<file path="config.mk">
export PLATFORM = sky130hd
export DESIGN_NAME = spi_slave_sync
export DESIGN_NICKNAME = d
export VERILOG_FILES = /design/src/rtl/spi_slave_pkg.sv /design/src/rtl/spi_sync.sv /design/src/rtl/spi_slave_sync.sv
export SDC_FILE = /design/constraint.sdc
export NUM_CORES = 1
export LEC_CHECK = 0
export CORE_MARGIN = 2
export CORE_UTILIZATION = 34
export DETAILED_ROUTE_END_ITERATION = 10
export HOLD_SLACK_MARGIN = 0.1
export PLACE_DENSITY = 0.63
export SETUP_SLACK_MARGIN = 0.02
export SYNTH_ARGS = -nofsm -noshare
export SYNTH_HDL_FRONTEND = slang
export SYNTH_HIERARCHICAL = 1
export SYNTH_SLANG_ARGS = --single-unit
</file>
<file path="constraint.sdc">
create_clock -name PCLK -period 4.4 [get_ports PCLK]
set_clock_uncertainty 0.15 [all_clocks]
set_input_delay 1.32 -clock PCLK [delete_from_list [all_inputs] [get_ports PCLK]]
set_output_delay 1.32 -clock PCLK [all_outputs]
set_load 0.005 [all_outputs]
</file>
<file path="src/rtl/spi_slave_pkg.sv">
// spi_slave_pkg: shared modes, FSM state and defaults
// for the PCLK-domain SPI slave.
package spi_slave_pkg;

  localparam logic [1:0] MODE0 = 2'b00;
  localparam logic [1:0] MODE1 = 2'b01;
  localparam logic [1:0] MODE2 = 2'b10;
  localparam logic [1:0] MODE3 = 2'b11;

  localparam int SYNC_STAGES_DEF = 2;

  typedef enum logic {
    IDLE,
    ACTIVE
  } state_t;

endpackage

</file>
<file path="src/rtl/spi_sync.sv">
// spi_sync: STAGES-deep single-bit synchronizer
// with a parameterised reset value.
module spi_sync #(
  parameter int   STAGES  = 2,
  parameter logic RST_VAL = 1'b0
) (
  input  logic clk,
  input  logic rst_n,
  input  logic d,
  output logic q
);

  logic [STAGES-1:0] ff;

  // shift the pin level through the flop chain
  always_ff @(posedge clk) begin
    if (!rst_n) ff <= {STAGES{RST_VAL}};
    else        ff <= {ff[STAGES-2:0], d};
  end

  assign q = ff[STAGES-1];

endmodule

</file>
<file path="src/rtl/spi_slave_sync.sv">
// spi_slave_sync: fully PCLK-synchronous SPI slave, 4 modes.
// Optional SPI_SLAVE_LSB_FIRST_EN adds the LSB_FIRST input.
module spi_slave_sync
  import spi_slave_pkg::*;
#(
  parameter int WIDTH       = 8,
  parameter int SYNC_STAGES = SYNC_STAGES_DEF
) (
  input  logic             PCLK,
  input  logic             PRESETn,
  input  logic             SCK,
  input  logic             SS,
  input  logic             MOSI,
  output logic             MISO,
  output logic             MISO_OE,
  input  logic [1:0]       MODE,
`ifdef SPI_SLAVE_LSB_FIRST_EN
  input  logic             LSB_FIRST,
`endif
  input  logic [WIDTH-1:0] TX_DATA,
  input  logic             TX_VALID,
  output logic             TX_READY,
  output logic [WIDTH-1:0] RX_DATA,
  output logic             RX_VALID,
  input  logic             RX_READY,
  output logic             BUSY,
  output logic             OVERRUN,
  output logic             UNDERRUN
);

  localparam int CW = $clog2(WIDTH);

  logic sck_s, ss_s, mosi_s, sck_d;
  state_t state_q, state_d;
  logic start, stop;
  logic cpol_q, cpha_q, lsb_q, lsb_in;
  logic hold_q, bit_q;
  logic [CW-1:0] cnt_q;
  logic [WIDTH-1:0] sh_q, tx_buf_q, rx_data_q;
  logic tx_full_q, rx_valid_q;
  logic miso_q, ovr_q, und_q;
  logic rise, fall, lead, trail;
  logic sample_e, shift_e, last, run;
  logic word_done, consume, tx_load;
  logic [WIDTH-1:0] reload, shifted, word;

  spi_sync #(.STAGES(SYNC_STAGES), .RST_VAL(1'b0))
    u_sck (.clk(PCLK), .rst_n(PRESETn),
           .d(SCK), .q(sck_s));
  spi_sync #(.STAGES(SYNC_STAGES), .RST_VAL(1'b1))
    u_ss (.clk(PCLK), .rst_n(PRESETn),
          .d(SS), .q(ss_s));
  spi_sync #(.STAGES(SYNC_STAGES), .RST_VAL(1'b0))
    u_mosi (.clk(PCLK), .rst_n(PRESETn),
            .d(MOSI), .q(mosi_s));

`ifdef SPI_SLAVE_LSB_FIRST_EN
  assign lsb_in = LSB_FIRST;
`else
  assign lsb_in = 1'b0;
`endif

  assign rise  = sck_s & ~sck_d;
  assign fall  = ~sck_s & sck_d;
  assign lead  = cpol_q ? fall : rise;
  assign trail = cpol_q ? rise : fall;

  assign sample_e = cpha_q ? trail : lead;
  assign shift_e  = cpha_q ? lead : trail;

  assign last = (cnt_q == CW'(WIDTH-1));
  assign run  = (state_q == ACTIVE) && !ss_s;

  assign word_done = run & sample_e & last;
  assign consume   = start | word_done;
  assign tx_load   = TX_VALID & ~tx_full_q;

  assign reload  = tx_full_q ? tx_buf_q : '0;
  assign shifted = lsb_q ? {bit_q, sh_q[WIDTH-1:1]}
                         : {sh_q[WIDTH-2:0], bit_q};
  assign word    = lsb_q ? {mosi_s, sh_q[WIDTH-1:1]}
                         : {sh_q[WIDTH-2:0], mosi_s};

  // delayed SCK copy for edge detection
  always_ff @(posedge PCLK) begin
    if (!PRESETn) sck_d <= 1'b0;
    else          sck_d <= sck_s;
  end

  // next state from synchronized SS
  always_comb begin
    state_d = state_q;
    start   = 1'b0;
    stop    = 1'b0;
    unique case (state_q)
      IDLE: begin
        if (!ss_s) begin
          state_d = ACTIVE;
          start   = 1'b1;
        end
      end
      ACTIVE: begin
        if (ss_s) begin
          state_d = IDLE;
          stop    = 1'b1;
        end
      end
    endcase
  end

  // state, mode latch, bit counter and shift register
  always_ff @(posedge PCLK) begin
    if (!PRESETn) begin
      state_q <= IDLE;
      cpol_q  <= 1'b0;
      cpha_q  <= 1'b0;
      lsb_q   <= 1'b0;
      hold_q  <= 1'b0;
      bit_q   <= 1'b0;
      cnt_q   <= '0;
      sh_q    <= '0;
      miso_q  <= 1'b0;
      und_q   <= 1'b0;
    end else begin
      state_q <= state_d;
      und_q   <= 1'b0;
      miso_q  <= lsb_q ? sh_q[0] : sh_q[WIDTH-1];
      if (start) begin
        cpol_q <= MODE[1];
        cpha_q <= MODE[0];
        lsb_q  <= lsb_in;
        hold_q <= MODE[0];
        cnt_q  <= '0;
        sh_q   <= reload;
        und_q  <= ~tx_full_q;
      end else if (stop) begin
        cnt_q <= '0;
      end else if (run && sample_e) begin
        bit_q <= mosi_s;
        if (last) begin
          // the pending shift edge of this word
          // must not disturb the freshly loaded word
          cnt_q  <= '0;
          sh_q   <= reload;
          hold_q <= 1'b1;
          und_q  <= ~tx_full_q;
        end else begin
          cnt_q <= cnt_q + CW'(1);
        end
      end else if (run && shift_e) begin
        if (hold_q) hold_q <= 1'b0;
        else        sh_q   <= shifted;
      end
    end
  end

  // TX holding buffer and RX output register
  always_ff @(posedge PCLK) begin
    if (!PRESETn) begin
      tx_full_q  <= 1'b0;
      tx_buf_q   <= '0;
      rx_data_q  <= '0;
      rx_valid_q <= 1'b0;
      ovr_q      <= 1'b0;
    end else begin
      ovr_q     <= 1'b0;
      tx_full_q <= (tx_full_q & ~consume) | tx_load;
      if (tx_load) tx_buf_q <= TX_DATA;
      if (word_done) begin
        if (rx_valid_q && !RX_READY) begin
          ovr_q <= 1'b1;
        end else begin
          rx_data_q  <= word;
          rx_valid_q <= 1'b1;
        end
      end else if (rx_valid_q && RX_READY) begin
        rx_valid_q <= 1'b0;
      end
    end
  end

  assign MISO     = miso_q;
  assign MISO_OE  = ~ss_s;
  assign BUSY     = ~ss_s;
  assign TX_READY = ~tx_full_q;
  assign RX_DATA  = rx_data_q;
  assign RX_VALID = rx_valid_q;
  assign OVERRUN  = ovr_q;
  assign UNDERRUN = und_q;

endmodule

</file>
==> results_dict.tcl <==
set metrics [dict create \
    ys_ff_latch 44 \
    multi_input_area_sq_um 900.9 \
    required_ns 2.93 \
    cts_buffer_depth 2 \
    routed_via_density 4.667 \
    grt_pass1_wl_um 6016 \
    post-synth-top-count-cell "dfxtp_1" \
    syn_to_final_growth_pct 24.50 \
    rsz0062_at_grt "false" \
    swShare_pct 23.00 \
    grt_pass1_vias 1272 \
    min_path_type "reg -> reg" \
    postCtsSetupBuffers 0 \
    via_count 1358 \
    slew_viol_final 0 \
    wl_per_cell_um 11.88 \
    insertion_delay_ns 0.29 \
    syn_avg_cell_area_sq_um 9.734 \
    worst_pin_slew_ns 0.8186 \
    grt-ovfl-total 0 \
    synth_cell_types 36 \
    max_clock_freq_mhz 344.0 \
    r2r-start "u_ss/ff[1]" \
    initial_core_util_pct 35.72 \
    relSlewSlack_pct 45.26 \
    finalCritPeriodShare_pct 66.07 \
    drt_iter0_drc 89 \
    ys_top_cells_by_count "44 x dfxtp_1, 27 x nand2_1, 14 x mux2i_1" \
    hold_buffers 0 \
    cap_viol_max_count 0 \
    setup_tns_ns 0 \
    p_switching_w 0.0001706 \
    cts_root_buffer "clkbuf_8" \
    min_period_ns 2.907 \
    n_antenna_cell 0 \
    path_clk_slew_ns 0.08 \
    r2r_slack_ns 2.10 \
    ir_worst_vdd_mv 0.1528 \
    core_region_area_sq_mm 0.005205 \
    dp.cells 283 \
    drc 0 \
    dieHeight_um 77.95 \
    arrival_ns 1.44 \
    yosysTopAreaCell "dfxtp_1" \
    cp-end-kind "output port" \
    rows 26 \
    combPwrFrac_pct 8.0 \
    synth_seq_area_share_pct 47.38 \
    htreeDepth 2 \
    drive_gt1_share_pct 7.692 \
    cts_tree "done" \
    synth_ff_type "dfxtp_1" \
    hp-start "u_ss/ff[0]" \
    cts_sinks 44 \
    num-fill-cells 532 \
    die-area_sq_mm 0.006076 \
    yosysWarnings 6 \
    power_frac_seq_pct 56.8 \
    power.share.clock_pct 35.2 \
    status "complete, no violations" \
    crit_start "tx_full_q" \
    synth_cells 191 \
    intPower_w 0.0005714 \
    drtAntennaViolNets 0 \
    synthArstFlopShare_pct 0 \
    hold_violations 0 \
    syn-num-nets 213 \
    io_pins 32 \
    drt-pass1-iter-count 4 \
    cp-start-kind "register" \
    synth_top_area_share_pct 47.38 \
    register_area_sq_um 880.8 \
    grt_max_degree 28 \
    cts_buffers 5 \
    synth-edff-count 0 \
    setup_viol 0 \
    antenna_found_initial 0 \
    leakage_nw 0.8811 \
    critPathKind "reg -> out" \
    cts_resized 0 \
    track_usage_pct 12.38 \
    final_nets 242 \
    dp.final_hpwl_um 2458 \
    totalWireLength_um 3457 \
    final_cells 291 \
    yosys-top-cells-area "dfxtp_1 47%, mux2i_1 7.5%, nand2_1 5.5%" \
    portBuffers 31 \
    synth_area_sq_mm 0.001859 \
    powerDensity_mw_per_mm2 320.6 \
    die_w_um 77.95 \
    place_congestion 0.7252 \
    crit_fanout 11 \
]
[routing by layer]
layer / global-route usage (%) / wire, um / vias up
met1: 17.53 / 1802 / 615
met3: 4.070 / 156 / 0
met4: 3.684 / 0 / 0
li1: - / - / 716
met2: 17.84 / 1498 / 27
met5: 0 / 0 / -
[sequential cells by signal, indices dropped and copies added, names as in the netlist, 2 cells and up]
name       count
RX_DATA        8
sh_q           8
tx_buf_q       8
cnt_q          3
u_mosi/ff      2
u_sck/ff       2
u_ss/ff        2
[power groups by stage]
| stage | clock (W) | combinational [W] | sequential, W |
|---|---|---|---|
| after floorplan | 0 | 0.0000371 | 0.000427 |
| after global placement | 0 | 0.0000597 | 0.000431 |
| after detailed placement | 0 | 0.0000602 | 0.000431 |
| after CTS | 0.000269 | 0.0000606 | 0.000422 |
| after global routing | 0.000289 | 0.0000666 | 0.000424 |
| final | 0.000261 | 0.0000595 | 0.000422 |
[final timing paths]
kind                end  cells after the start
max            TX_READY                      2
min          u_ss/ff[1]                      1
max reg2reg     sh_q[5]                      6
min reg2reg  u_ss/ff[1]                      1
[layout by cell type, fill, tap and decap left out, drive strengths merged]
master,netlist,routed
o221a,1,1
nand2,27,27
and3b,1,1
a21o,1,1
nor3b,2,2
xnor2,2,2
nand3b,3,3
mux2i,14,14
nor3,1,1
clkinvlp,0,2
o21bai,1,1
or2,1,1
a31oi,9,9
and3,1,1
nand2b,2,2
buf,5,2
inv,6,6
ha,5,5
o21ai,1,1
o31ai,8,8
o211ai,8,8
a21boi,9,9
nor2b,13,13
dfxtp,44,44
a21oi,1,1
nor2,6,6
and2,7,7
o21a,2,2
clkbuf,6,6
mux2,1,1
a221oi,1,1
clkdlybuf4s50,0,31
nand3,2,2
[area by class of cell]
cell class                 instances  area share, %
clock buffer                       6          3.568
clock inverter                     2         0.6486
inverter                           6         0.9730
multi-input combinational        130          38.92
sequential                        44          38.05
tap                               70          3.784
timing repair buffer              33          14.05
[kinds of logic after synthesis]
family          synth area share (%)
simple gates                   18.24
flops                          47.38
compound gates                 17.36
buf+inv                        4.172
mux                            8.142
fa+ha+maj                      3.365
xor+xnor                       1.346
[worst max-delay path, stage by stage (launching register included)]
cell and delay [ns]:
dfxtp_1 0.54, inv_1 0.13, clkdlybuf4s50_1 0.47
[stage by stage]
stage	area [sq um]	hold slack (ns)	util, %	total power [W]	setup WS [ns]
2_1_floorplan	1859	0.2363	-	0.0004640	2.109
3_3_place_gp	2217	0.2427	42.60	0.0004904	1.258
3_5_place_dp	2217	0.2455	42.60	0.0004909	1.266
4_1_cts	2315	0.2666	44.47	0.0007513	1.490
5_1_grt	2315	0.2997	44.47	0.0007791	1.395
6_report	2315	0.2630	44.47	0.0007421	1.493
Power figures use the tool's default switching activity.
==> edit 1: new RTL, same settings <==
`SYNC_STAGES_DEF`: 2 -> 4.
--- a/src/rtl/spi_slave_pkg.sv
+++ b/src/rtl/spi_slave_pkg.sv
@@ -9,3 +9,3 @@
 
-  localparam int SYNC_STAGES_DEF = 2;
+  localparam int SYNC_STAGES_DEF = 4;
 
Check against the original RTL: not equivalent (Yosys sat finds a counterexample within 4 cycles, from zero or initial values and one cycle with PRESETn low).
==> edit 1 against the original RTL <==
  * Power increased by 8.5%
  * Design area up 7.5%
  * Sequential cell count grew 6
  * Count of clock-buffer cells in the layout is the same
  * Final cell count grew 6.2%
  * Core utilization is 1.7 points lower
  * Setup slack worse by 27 ps
  * Die area rose by 8.0%
  * Routed wire length grew 5.3%
  * Area after synthesis rose by 8.5%
==> edit 1: results (changes against the original RTL) <==
| Metric | Value |
|---|---|
| GRT Overall Usage | `12.18% (-0.21 points)` |
| Synth top cells by count | `50 x dfxtp_1, 27 x nand2_1, 14 x mux2i_1, 13 x nor2b_1, 11 x and2_1` |
| DR iter-0 viols | `115 (+29%)` |
| Peak supply drop | `128.5 uV (-16%)` |
| Worst-Margin Slew | `867.8 ps (+49.24 ps)` |
| Critical path data arrival time | `1460 ps (+20 ps)` |
| Final RePlAce weighted congestion | `0.7537 (+3.9%)` |
| Status | `finished, final reports clean` |
| Post-synthesis sequential area ratio | `49.63% (+2.3 points)` |
| Post-Route WL | `3.639 mm (+5.3%)` |
| Pleak | `0.9503 nW (+7.9%)` |
| Clk buf depth | `2 (unchanged)` |
| Largest net degree at the start of global routing | `30 (+7.1%)` |
| Library cells used by synthesis | `36 (unchanged)` |
| Final #Nets | `255 (+5.4%)` |
| Initial DRT Pass Iterations | `4 (unchanged)` |
| Via density | `4.589 (-1.7%)` |
| Area leader, netlist | `dfxtp_1` |
| First-pass GRT wire length | `6.072 mm (+0.93%)` |
| Ranking of synthesized cells by area | `dfxtp_1 50%, mux2i_1 6.9%, nand2_1 5.0%` |
| Vias in the first global route | `1,267 (-0.39%)` |
| DP Wirelength | `2.591 mm (+5.4%)` |
| Worst skew pair latency | `310 ps (+20 ps)` |
| Fillcell total | `596 (+12%)` |
| Synth Net Count | `225 (+5.6%)` |
edit 1: worst max-delay path: stages, from the launching register on:
cell and delay [ps]:
dfxtp_1 550, inv_1 150, clkdlybuf4s50_1 470
edit 1: layout make-up:
class	count	area, um^2	area share, %
multi-input cells	136	938.4	37.73
well taps	75	93.84	3.773
repair buffers	34	332.8	13.38
inverters	6	22.52	0.9054
clock inverters	2	16.27	0.6539
flip-flops and latches	50	1001	40.24
clock buffers	6	82.58	3.320
edit 1: logic make-up (layout without fill, tap and decap cells):
logic type / Yosys count / in the layout / synth area share, %
simple gates: 72 / 72 / 18.67
mux: 15 / 15 / 7.506
buf+inv: 17 / 48 / 3.846
compound gates: 42 / 42 / 16.00
flops: 50 / 50 / 49.63
fa+ha+maj: 5 / 5 / 3.102
xor+xnor: 2 / 2 / 1.241
edit 1: worst paths after layout:
check	cells after the start	end	slack [ps]	startpoint
setup / recovery	2	TX_READY	1470	tx_full_q
hold / removal	1	u_ss/ff[1]	260	u_ss/ff[0]
setup reg to reg	6	sh_q[0]	2170	u_ss/ff[3]
hold reg to reg	1	u_ss/ff[1]	260	u_ss/ff[0]
edit 1: per-layer routing:
| layer | global-route usage (%) | routed length (um) | share of wire, % | up-vias |
|---|---|---|---|---|
| li1 | - | - | - | 753 |
| met1 | 17.70 | 1951 | 54 | 627 |
| met2 | 16.20 | 1490 | 41 | 34 |
| met3 | 3.556 | 153 | 4.2 | 4 |
| met4 | 5.932 | 44 | 1.2 | 0 |
| met5 | 0 | 0 | 0 | - |
edit 1: report_power, final:
group	switching (mW)	internal (mW)	leakage [nW]
Combinational	0.0205	0.0276	0.496
Clock	0.157	0.130	0.0478
Sequential	0.00750	0.464	0.406
Total	0.185	0.621	0.950
edit 1: per-stage QoR:
step / power (mW) / utilization [%] / instance area [um^2] / worst slack [ps] / instances
finish: 0.8055 / 42.77 / 2487 / 1466 / 309
global route: 0.8402 / 42.77 / 2487 / 1368 / 309
CTS: 0.8213 / 42.77 / 2487 / 1449 / 309
detailed placement: 0.5304 / 41.07 / 2389 / 1251 / 301
global placement: 0.5298 / 41.07 / 2389 / 1310 / 301
floorplan: 0.5047 / - / 2017 / 2109 / 203
==> edit 2: new RTL, same flow settings <==
Made on the original files. Register the input `MODE` before use, with the module's reset. The logic sees it one clock later. The other inputs are not delayed to match.
--- a/src/rtl/spi_slave_sync.sv
+++ b/src/rtl/spi_slave_sync.sv
@@ -32,2 +32,12 @@
 
+  logic [1:0] MODE_q;
+
+  always_ff @(posedge PCLK) begin
+    if (!PRESETn) begin
+      MODE_q <= '0;
+    end else begin
+      MODE_q <= MODE;
+    end
+  end
+
   logic sck_s, ss_s, mosi_s, sck_d;
@@ -128,6 +138,6 @@
       if (start) begin
-        cpol_q <= MODE[1];
-        cpha_q <= MODE[0];
+        cpol_q <= MODE_q[1];
+        cpha_q <= MODE_q[0];
         lsb_q  <= lsb_in;
-        hold_q <= MODE[0];
+        hold_q <= MODE_q[0];
         cnt_q  <= '0;
Behaviour: not the same (a bounded check fails within 10 cycles, from zero or initial values and one cycle with PRESETn low).
==> edit 2 against the original RTL <==
  * Global-route usage down 0.34 points
  * Sequential power up 5%
  * Combinational power down 0.7%
  * Power down 0.18%
  * Register-to-register slack worse by 20 ps
  * Sequential cell count up 2
  * Die area up 2.9%
  * Area after synthesis up 3.0%
  * Design area up 1.6%
  * Sequential share of layout area up 1.1 points
  * Synthesized cell count up 2.6%
  * Routed wire length up 1.2%
  * Setup slack worse by 1.5 ps
==> edit 2: results (changes against the original RTL) <==
| Metric | Value |
|---|---|
| Status | `finished, final reports clean` |
| Largest net degree at the start of global routing | `36 (+29%)` |
| Layout cells sized above 1 | `6.696% (-1.0 points)` |
| Routed WL per cell | `11.82 um (-0.49%)` |
| Post-synthesis sequential area ratio | `48.07% (+0.70 points)` |
| First-pass GRT wire length | `5.906 mm (-1.8%)` |
| Final RePlAce weighted congestion | `0.7483 (+3.2%)` |
| Relative slew slack | `32.27% (-13 points)` |
| Fillcell total | `566 (+6.4%)` |
| Placed cells | `289 (+2.1%)` |
| Via count | `1,393 (+2.6%)` |
| GRT Overall Usage | `12.04% (-0.34 points)` |
| Final #Nets | `246 (+1.7%)` |
| Vias in the first global route | `1,274 (+0.16%)` |
| Synth Net Count | `218 (+2.3%)` |
| Pleak | `0.8959 nW (+1.7%)` |
| Fin cells | `296 (+1.7%)` |
| Placed Area | `2272 um^2 (+2.5%)` |
| DP Wirelength | `2.519 mm (+2.5%)` |
| DR iter-0 viols | `73 (-18%)` |
| Ranking of synthesized cells by area | `dfxtp_1 48%, mux2i_1 7.3%, nand2_1 5.3%` |
| Mapped Avg Cell Area | `9.773 um^2 (+0.40%)` |
| Synth top cells by count | `46 x dfxtp_1, 27 x nand2_1, 14 x mux2i_1, 13 x nor2b_1` |
| FF-to-FF setup slack | `2080 ps (-20 ps)` |
| Hold WS | `264.1 ps (+1.141 ps)` |
==> edit 2: cell types whose count changed after synthesis, sizes merged <==
cell,unedited run,this run
and2,7,9
clkbuf,6,7
dfxtp,44,46
==> edit 2: through the flow <==
step                      utilization, %  worst slack, ps
after floorplan                        -             2109
after global placement             41.52             1208
after detailed placement           41.52             1181
after CTS                          42.98             1481
after global routing               42.98             1348
final                              42.98             1492
==> edit 2: cell type report <==
type | instances | area (um^2) | share of cell area, %
clock buffers | 6 | 72.57 | 3.085
clock inverters | 1 | 7.507 | 0.3191
inverters | 6 | 22.52 | 0.9574
multi-input cells | 132 | 913.4 | 38.83
flip-flops and latches | 46 | 920.9 | 39.15
well taps | 72 | 90.09 | 3.830
repair buffers | 33 | 325.3 | 13.83
==> edit 2: final timing paths <==
kind	startpoint	to	cells past startpoint
max reg2reg	u_ss/ff[1]	sh_q[2]	6
min reg2reg	u_ss/ff[0]	u_ss/ff[1]	1
min	u_ss/ff[0]	u_ss/ff[1]	1
max	tx_full_q	TX_READY	2
==> edit 2: power by group <==
group | leakage, nW | switching, mW | total (mW) | internal (mW)
logic | 0.483 | 0.0263 | 0.0591 | 0.0328
clock network | 0.0373 | 0.132 | 0.241 | 0.109
registers | 0.375 | 0.0102 | 0.441 | 0.430
total | 0.896 | 0.169 | 0.741 | 0.572
==> edit 2: worst max-delay path, delay by kind of cell (launching register included) <==
kind     cells  cell delay (ps)
buf+inv      2              610
flops        1              540
==> edit 2: logic make-up after synthesis <==
kind of cell,after synthesis,synth area share [%]
AOI/OAI and AO/OA,42,16.85
xor gates and xnor gates,2,1.307
adders and majority gates,5,3.266
buffers and inverters,18,4.246
DFF,46,48.07
muxes,15,7.903
and+or+nand+nor,68,18.35
==> edit 2: routing by layer <==
metal | up-vias | global-route usage, % | wire [um] | share of wire, %
met2 | 26 | 17.29 | 1446 | 41
met3 | 4 | 3.409 | 135 | 3.9
li1 | 729 | - | - | -
met4 | 0 | 4.655 | 58 | 1.7
met1 | 634 | 17.01 | 1859 | 53
met5 | - | 0 | 0 | 0
